===== config.mk =====
export PLATFORM = sky130hd
export DESIGN_NAME = ps2_scan_sequencer
export DESIGN_NICKNAME = d
export VERILOG_FILES = /design/src/rtl/ps2_pkg.sv /design/src/rtl/ps2_event_fifo.sv /design/src/rtl/ps2_scan_sequencer.sv
export SDC_FILE = /design/constraint.sdc
export NUM_CORES = 1
export LEC_CHECK = 0
export ABC_CLOCK_PERIOD_IN_PS = 2900
export BUFFER_PORTS_ARGS = -buffer_cell sky130_fd_sc_hd__buf_4
export CORE_AREA = 2 2 102 84
export DETAILED_ROUTE_END_ITERATION = 8
export DIE_AREA = 0 0 104 86
export SKIP_CTS_REPAIR_TIMING = 1
export SLEW_MARGIN = 10
export SYNTH_ARGS = -nofsm -noshare
export SYNTH_HDL_FRONTEND = slang
export SYNTH_HIERARCHICAL = 1
export SYNTH_SLANG_ARGS = --single-unit

===== constraint.sdc =====
create_clock -name Clock_50 -period 2.9 [get_ports Clock_50]
set_input_delay 0 -clock Clock_50 [delete_from_list [all_inputs] [get_ports Clock_50]]
set_output_delay 0 -clock Clock_50 [all_outputs]
set_load 0.05 [all_outputs]

===== src/rtl/ps2_pkg.sv =====
// Shared types and constants for the PS/2 scan-code sequencer.
// Holds the prefix FSM state encoding and the packed key event.
package ps2_pkg;

   typedef enum logic [1:0] {
      S_IDLE      = 2'd0,
      S_EXT       = 2'd1,
      S_BREAK     = 2'd2,
      S_EXT_BREAK = 2'd3
   } ps2_state_t;

   localparam logic [7:0] PS2_EXT  = 8'hE0;
   localparam logic [7:0] PS2_BRK  = 8'hF0;
   localparam logic [7:0] PS2_ERR0 = 8'h00;
   localparam logic [7:0] PS2_ERR1 = 8'hFF;

   typedef struct packed {
      logic [7:0] code;
      logic       extended;
      logic       brk;
   } ps2_event_t;

   // Prefix state carries the extended/break flags of the event it closes.
   function automatic ps2_event_t make_event(input logic [7:0] code, input ps2_state_t st);
      ps2_event_t ev;
      ev.code     = code;
      ev.extended = (st == S_EXT)   || (st == S_EXT_BREAK);
      ev.brk      = (st == S_BREAK) || (st == S_EXT_BREAK);
      return ev;
   endfunction

endpackage


===== src/rtl/ps2_event_fifo.sv =====
// First-word-fall-through event FIFO; write lands at the push edge, head visible next cycle.
// Full push is dropped and flags overflow unless a pop frees the slot in the same cycle.
module ps2_event_fifo
   import ps2_pkg::*;
#(
   parameter int DEPTH = 4
) (
   input  logic                   i_clk,
   input  logic                   i_reset,
   input  logic                   i_clear,
   input  logic                   i_push,
   input  ps2_event_t             i_push_dat,
   input  logic                   i_pop,
   output logic                   o_vld,
   output ps2_event_t             o_dat,
   output logic [$clog2(DEPTH):0] o_count,
   output logic                   o_overflow
);

   localparam int AW = $clog2(DEPTH);

   ps2_event_t    r_mem [DEPTH];
   logic [AW-1:0] r_wr_ptr;
   logic [AW-1:0] r_rd_ptr;
   logic [AW:0]   r_count;
   logic          r_overflow;

   logic w_full;
   logic w_empty;
   logic w_pop;
   logic w_push;

   assign w_full  = (r_count == (AW+1)'(DEPTH));
   assign w_empty = (r_count == '0);
   assign w_pop   = i_pop && !w_empty;
   // A pop in the same cycle frees the slot a full-FIFO push needs.
   assign w_push  = i_push && (!w_full || w_pop);

   always_ff @(posedge i_clk) begin
      if (w_push) begin
         r_mem[r_wr_ptr] <= i_push_dat;
      end
   end

   always_ff @(posedge i_clk) begin
      if (i_reset || i_clear) begin
         r_wr_ptr   <= '0;
         r_rd_ptr   <= '0;
         r_count    <= '0;
         r_overflow <= 1'b0;
      end else begin
         if (w_push) begin
            r_wr_ptr <= r_wr_ptr + 1'b1;
         end
         if (w_pop) begin
            r_rd_ptr <= r_rd_ptr + 1'b1;
         end
         case ({w_push, w_pop})
            2'b10:   r_count <= r_count + 1'b1;
            2'b01:   r_count <= r_count - 1'b1;
            default: r_count <= r_count;
         endcase
         if (i_push && !w_push) begin
            r_overflow <= 1'b1;
         end
      end
   end

   assign o_vld      = !w_empty;
   assign o_dat      = w_empty ? '0 : r_mem[r_rd_ptr];
   assign o_count    = r_count;
   assign o_overflow = r_overflow;

endmodule


===== src/rtl/ps2_scan_sequencer.sv =====
// Folds E0/F0 prefixes into one event per key code; push at the code's first sampled cycle.
// Events queue in a FIFO drained by Event_valid/Event_ready; pending prefixes time out.
module ps2_scan_sequencer
   import ps2_pkg::*;
#(
   parameter int FIFO_DEPTH     = 4,
   parameter int TIMEOUT_CYCLES = 1_000_000
) (
   input  logic                        Clock_50,
   input  logic                        Reset,
   input  logic                        Enable,
   input  logic                        Clear,
   input  logic [7:0]                  PS2_code,
   input  logic                        PS2_code_ready,
   output logic                        Event_valid,
   input  logic                        Event_ready,
   output logic [7:0]                  Event_code,
   output logic                        Event_extended,
   output logic                        Event_break,
   output logic [$clog2(FIFO_DEPTH):0] Event_count,
   output logic                        Overflow
);

   localparam int TW = $clog2(TIMEOUT_CYCLES + 1);

   ps2_state_t r_state;
   ps2_state_t w_state_nxt;
   ps2_state_t w_cur;
   logic       r_ready_q;
   logic [TW-1:0] r_timer;
   logic       w_strobe;
   logic       w_timeout;
   logic       w_push;
   ps2_event_t w_event;
   ps2_event_t w_head;

   // Reset to 1 so a receiver flag already high at reset release is not a new code.
   always_ff @(posedge Clock_50) begin
      if (Reset) begin
         r_ready_q <= 1'b1;
      end else begin
         r_ready_q <= PS2_code_ready;
      end
   end

   assign w_strobe  = Enable && PS2_code_ready && !r_ready_q;
   assign w_timeout = (r_state != S_IDLE) && (r_timer == TW'(TIMEOUT_CYCLES - 1));

   always_comb begin
      w_state_nxt = r_state;
      w_push      = 1'b0;
      w_event     = '0;
      // An expiring prefix is dropped; a coincident code is decoded as unprefixed.
      w_cur       = w_timeout ? S_IDLE : r_state;
      if (!Enable) begin
         w_state_nxt = S_IDLE;
      end else if (w_strobe) begin
         case (PS2_code)
            PS2_EXT: begin
               case (w_cur)
                  S_IDLE:  w_state_nxt = S_EXT;
                  S_BREAK: w_state_nxt = S_EXT_BREAK;
                  default: w_state_nxt = w_cur;
               endcase
            end
            PS2_BRK: begin
               case (w_cur)
                  S_IDLE:  w_state_nxt = S_BREAK;
                  S_EXT:   w_state_nxt = S_EXT_BREAK;
                  default: w_state_nxt = w_cur;
               endcase
            end
            PS2_ERR0, PS2_ERR1: begin
               w_state_nxt = S_IDLE;
            end
            default: begin
               w_push      = 1'b1;
               w_event     = make_event(PS2_code, w_cur);
               w_state_nxt = S_IDLE;
            end
         endcase
      end else if (w_timeout) begin
         w_state_nxt = S_IDLE;
      end
   end

   always_ff @(posedge Clock_50) begin
      if (Reset || Clear) begin
         r_state <= S_IDLE;
         r_timer <= '0;
      end else begin
         r_state <= w_state_nxt;
         if (w_strobe || (w_state_nxt == S_IDLE)) begin
            r_timer <= '0;
         end else begin
            r_timer <= r_timer + 1'b1;
         end
      end
   end

   ps2_event_fifo #(
      .DEPTH (FIFO_DEPTH)
   ) u_fifo (
      .i_clk      (Clock_50),
      .i_reset    (Reset),
      .i_clear    (Clear),
      .i_push     (w_push),
      .i_push_dat (w_event),
      .i_pop      (Event_ready),
      .o_vld      (Event_valid),
      .o_dat      (w_head),
      .o_count    (Event_count),
      .o_overflow (Overflow)
   );

   assign Event_code     = w_head.code;
   assign Event_extended = w_head.extended;
   assign Event_break    = w_head.brk;

endmodule

# [After elaboration in Yosys (flattened, before gate mapping)]
# Memories as Yosys holds them, arrays and structs flattened. A register that Yosys moved wholly into a read port is not among the register bits.
# Cells that the tools add are included.
# W data, S select, Z words.
[classes] addsub=5 n_mul=0 div=0 order_cmp=0 n_eq_ne=10 n_shift=0 muxes=18 bitwise=0 n_reduce_logical=23
[ops] cell="$mux W10" n=4
[ops] cell="$eq A8 B8 Y1 const B" n=3
[ops] cell="$add A20 B1 Y20 const B" n=1
[ops] cell="$eq A20 B20 Y1 const B" n=1
[ops] cell="$pmux W2 S2" n=3
[ops] cell="$mux W2" n=5
[ops] cell="$logic_not A8 Y1" n=1
[ops] cell="$eq A2 B2 Y1 const B" n=3
[ops] cell="$logic_and A1 B1 Y1" n=6
[ops] cell="$pmux W3 S2" n=1
[ops] cell="$logic_or A1 B1 Y1" n=5
[ops] cell="$mux W1" n=5
[ops] cell="$add A2 B1 Y2 const B" n=2
[ops] cell="$eq A2 B1 Y1 const B" n=2
[ops] cell="$logic_not A1 Y1" n=4
[ops] cell="$logic_not A2 Y1" n=2
[ops] cell="$reduce_bool A2 Y1" n=2
[ops] cell="$reduce_or A4 Y1" n=1
[ops] cell="$add A3 B1 Y3 const B" n=1
[ops] cell="$eq A3 B3 Y1 const B" n=1
[ops] cell="$logic_not A3 Y1" n=1
[ops] cell="$sub A3 B1 Y3 const B" n=1
[ops] cell="$reduce_or A2 Y1" n=1
[totals] ff_bits=31 latchBits=0 ramBits=40 romBits=0 input_bits=14 output_inout_bits=15 elab_cells=64 memories=1
[memory_table] memory="u_fifo.r_mem" words=4 word_bits=10 rd=1 rd_clocked_by_memory_dff=1 wr=1 line_no="ps2_event_fifo.sv:22" rtl="ps2_event_t r_mem [DEPTH];"

# [Logic depth before layout (Yosys ltp)]
[depth] depth_word=11 depth_mapped=11 ltp_nobuf=11

# [By module]
# The synthesis kept the hierarchy.
[by_module_without_submodules] module="ps2_event_fifo" n_inst=1 cells_each=123 area_per_inst_um2=2035.7 seq_area_each_um2=1401.3
[by_module_without_submodules] module="ps2_scan_sequencer" n_inst=1 cells_each=143 area_per_inst_um2=1207.4 seq_area_each_um2=460.4

# [Worst setup path before layout]
# OpenSTA, ideal clock, no wires.
[synth_path] path_type="reg2reg" start="register u_fifo.r_count[2] (netlist: u_fifo/o_count[2])" end="register u_fifo.r_count[2] (netlist: u_fifo/o_count[2])" setup_ps=70 arrival_time_ps=2619 t_required_ps=2830 slack_ps=212 path_stages_with_launch=11 path_buffers=1 period_less_slack_ps=2688 cell_sequence="dfxtp_1 or4b_1 buf_2 and2_4 inv_1 ha_1 inv_1 fa_1 xor2_1 or3_1 a21oi_1"
[synth_between] elab_chain_len=7 elab_cells_between_ends=13 classes_between="2 x add/sub; 3 x eq/ne; 1 x mux; 7 x reduce/logical"
[synth_lines] element="from (decl)" line_no="ps2_event_fifo.sv:25" rtl="logic [AW:0] r_count;"
[synth_lines] element="from (signal assigned)" line_no="ps2_event_fifo.sv:59" rtl="2'b10: r_count <= r_count + 1'b1;"
[synth_lines] element="from (signal assigned)" line_no="ps2_event_fifo.sv:60" rtl="2'b01: r_count <= r_count - 1'b1;"
[synth_lines] element="from (signal assigned)" line_no="ps2_event_fifo.sv:61" rtl="default: r_count <= r_count;"
[synth_lines] element="$logic_not A3 Y1" line_no="ps2_event_fifo.sv:34" rtl="assign w_empty = (r_count == '0);"
[synth_lines] element="$logic_not A1 Y1" line_no="ps2_event_fifo.sv:35" rtl="assign w_pop = i_pop && !w_empty;"
[synth_lines] element="$logic_and A1 B1 Y1" line_no="ps2_event_fifo.sv:35"
[synth_lines] element="$logic_or A1 B1 Y1" line_no="ps2_event_fifo.sv:37" rtl="assign w_push = i_push && (!w_full || w_pop);"
[synth_lines] element="$logic_and A1 B1 Y1" line_no="ps2_event_fifo.sv:37"
[synth_lines] element="$eq A2 B1 Y1 or $eq A2 B2 Y1 (tied branches)" line_no="ps2_event_fifo.sv:58" rtl="case ({w_push, w_pop})"
[synth_lines] element="$pmux W3 S2 or $reduce_bool A2 Y1 (tied branches)"
# Parallel ways exist; a longest one is shown, timed or not.
# A chain may end at the register's enable or synchronous reset.

# [Worst setup path in the final report]
[layout_path] start="register u_fifo.r_count[1] (netlist: u_fifo/o_count[1])" end="register u_fifo.r_count[2] (netlist: u_fifo/o_count[2])"
# Same word-level chain as after synthesis.

==> metrics list <==
* Post-synthesis sequential element count: 73
- The clock arrives with 0.009658 ns of skew.
* Commonest non-fill, non-tap cells in the layout: sky130_fd_sc_hd__edfxtp_1, sky130_fd_sc_hd__dfxtp_1, sky130_fd_sc_hd__buf_4, sky130_fd_sc_hd__nor3_1, sky130_fd_sc_hd__inv_1
- The die covers 8944 µm².
* Post-synthesis area per instance: roughly 12 µm²
- Per-cell routed wire length: between 15 and 20 µm
- Critical setup path kind: reg -> reg
- At the pin with the least slew margin, the transition time is ~0.69 ns.
- Wire length after detailed routing: approximately 6.3 mm
* Achievable frequency: ~390 MHz
- Final Hold Slack: 0.0009819 ns
- Type of element capturing the critical path: flip-flop
* Total number of vias: approximately 2,200
- The via count of the first global-routing pass came to roughly 2,100.
* Multiplexer area fraction after synthesis: 0.06944
* Share of final-layout standard cells stronger than drive strength 1: 0.2131
- Leading cell types by total area after synthesis: sky130_fd_sc_hd__edfxtp_1, sky130_fd_sc_hd__dfxtp_1, sky130_fd_sc_hd__mux4_2
- Starting DRC count in detailed routing: between 100 and 150
- N_diodes: 0
* Placeable core region: approximately 7800 µm²
- Global routing finished with a remaining overflow of 0.
- When the netlist entered floorplanning its net count stood at about 290.
- Routability cong.: ~0.72
* Num rows: 29
* Netlist area before placement: around 3200 µm²
- Summed over all instances, the cell type with the most area after synthesis is sky130_fd_sc_hd__edfxtp_1.
- Final core utilization: 0.4813
* Maximum buffer depth of the clock tree: 2
* Required time reported for the critical path endpoint: between 3 and 4 ns
- The worst-case IR drop observed on VDD is between 200 and 300 µV.
- Number of antenna-violating nets in the routed design: 0
- Data on the critical path arrives at its endpoint at between 2 and 3 ns.
- Final TNS setup: 0 ns
* CTS clock-pin slew for the worst setup and hold paths: around 0.08 ns
* Non-filler cells, final: between 400 and 500
* Post-synth EDFFs: 40
- FFs w/ async S/R, synth: 0
- For this run, the number of Yosys warnings is 6.
- Cell variety after synth: 43
* Minimum clock period: 2.588 ns
* Root buf cell: sky130_fd_sc_hd__clkbuf_8
- The later pin in the worst-skew pair is clocked with a latency of roughly 0.35 ns.
* Combinational family with the most area after synthesis: simple AND/OR/NAND/NOR gates
- Half-perimeter wire length after placement: roughly 4.2 mm
- Overall track demand over capacity in global routing: 0.1493
* Final Total Pwr: about 0.0019 W
- Number of max-cap violations: 0
- Of the total synthesized cell area, the portion taken by full adders, half adders and majority gates is 0.02932.
- Final setup vio count: 0
- The initial utilization of the core area, before any placement, comes to 0.4138.
- Of the total synthesized cell area, the portion taken by XOR and XNOR cells is 0.03511.
* Post-synthesis to final-layout area growth: 16.32%
- The final-report max-slew violation count is 0.
- Of the synthesized area, sequential elements account for 0.5741.
- Leakage power of the design: approximately 1.2 nW
* Synth Instances: around 270
- The first TritonRoute pass finished after 4 iterations.
- The worst pin sits at a relative slew slack of 0.5413.
- Total clock buffers created by CTS: 9
- Num Clock Sinks: 73
- Entering global routing, the biggest net connects 21 pins.
- Port Buffer Count: 28
- The floorplan step set the die width to 104 µm.
- Antenna violations before repair: 0
* Outcome: complete, no violations
- For this run, the leading register cell type out of synthesis is sky130_fd_sc_hd__edfxtp_1.
- Most common cell after layout, fill and taps aside: sky130_fd_sc_hd__edfxtp_1
* Fin nets: about 320
- Highest net fanout along the worst path: 8
- Class of the tightest hold or removal check: in -> reg
- After detailed routing, the number of vias per cell comes to approximately 5.2.
- Fin crit share: 0.8924
- The H-tree was split into 3 levels.
* Setup repair after global routing missed its margin: false
- Compound-gate portion of the synthesized area: 0.06597
- The number of endpoints with negative hold slack in the final report is 0.
* Yosys top cell area share: 0.3704
- Number of design rule violations left after detail routing: 0
- The worst setup path is launched from a flip-flop.
- # placed instances: around 400
- Cell area power density: 496.4 nW/µm²
* CTS tree: yes
- Wire length of the first global-routing pass: ~10 mm
- For this design the top-level I/O count stands at 29.
* Simple-gate share of the synthesized area: 0.1960
- The die is 86 µm tall.
[final timing paths]
check | startpoint | end | slack (ns) | cells past startpoint
worst max-delay path | u_fifo/o_count[1]$_SDFFE_PP0P_ | u_fifo/o_count[2]$_SDFFE_PP0P_ | 0.31 | 9
worst min-delay path | Clear | u_fifo/r_rd_ptr[0]$_SDFFE_PP0P_ | 0.001 | 4
worst max register to register | u_fifo/o_count[1]$_SDFFE_PP0P_ | u_fifo/o_count[2]$_SDFFE_PP0P_ | 0.31 | 9
worst min register to register | r_timer[18]$_SDFF_PP0_ | r_timer[18]$_SDFF_PP0_ | 0.50 | 2
[Yosys cell counts (7+ instances only)]
cell	number
sky130_fd_sc_hd__and2_1	7
sky130_fd_sc_hd__clkbuf_1	7
sky130_fd_sc_hd__dfxtp_1	33
sky130_fd_sc_hd__edfxtp_1	40
sky130_fd_sc_hd__inv_1	13
sky130_fd_sc_hd__mux4_2	10
sky130_fd_sc_hd__nand2_1	8
sky130_fd_sc_hd__nand3_1	10
sky130_fd_sc_hd__nor2_1	7
sky130_fd_sc_hd__nor2b_1	12
sky130_fd_sc_hd__nor3_1	20
sky130_fd_sc_hd__o21ai_0	13
sky130_fd_sc_hd__or3_1	7
sky130_fd_sc_hd__xor2_1	7
[area by class of cell]
type                       count  area (µm²)
fill                         762        4065
tap                          108       135.1
clock inverter                 7       53.80
inverter                      13       48.80
timing repair buffer          34       260.3
multi-input combinational    169        1289
sequential                    73        1862
clock buffer                   9       123.9
[power breakdown]
part           internal [W]  leakage, nW  switching, W  total (W)
sequential          0.00109        0.635    0.00000195    0.00109
combinational     0.0000302        0.483     0.0000392  0.0000694
clock              0.000316       0.0822      0.000400   0.000715
[sequential cells by signal, indices dropped and copies added, names as in the netlist, named ones only]
name	count
u_fifo/r_mem	40
u_fifo/o_count	3
r_state	2
u_fifo/r_rd_ptr	2
u_fifo/o_overflow	1
u_fifo/r_wr_ptr	2
r_ready_q	1
r_timer	20
[logic make-up after synthesis]
group | Yosys count
simple gates | 106
flops | 73
compound gates | 33
buf+inv | 24
xor+xnor | 13
mux | 10
fa+ha+maj | 7
[metrics by stage]
step           area, µm²  setup slack, ns
2_1_floorplan       3243           0.2118
3_3_place_gp        3575           0.3929
3_5_place_dp        3575           0.3238
4_1_cts             3752           0.3068
5_1_grt             3772           0.1830
6_report            3772           0.3121
[worst max-delay path: stages, from the launching register on]
cell,delay [ns]
sky130_fd_sc_hd__dfxtp_1,0.35
sky130_fd_sc_hd__or4b_1,0.67
sky130_fd_sc_hd__and2_4,0.23
sky130_fd_sc_hd__inv_1,0.05
sky130_fd_sc_hd__ha_1,0.19
sky130_fd_sc_hd__inv_1,0.06
sky130_fd_sc_hd__fa_1,0.37
sky130_fd_sc_hd__xor2_1,0.16
sky130_fd_sc_hd__or3_1,0.31
sky130_fd_sc_hd__a21oi_1,0.13
[routing by layer]
metal | share of wire | global-route usage | up-vias
met5 | 0 | 0 | -
met4 | 0.012 | 0.05528 | 0
met3 | 0.034 | 0.04255 | 9
met2 | 0.44 | 0.2255 | 30
met1 | 0.52 | 0.2062 | 1046
li1 | - | - | 1068
Power figures use the tool's default switching activity.
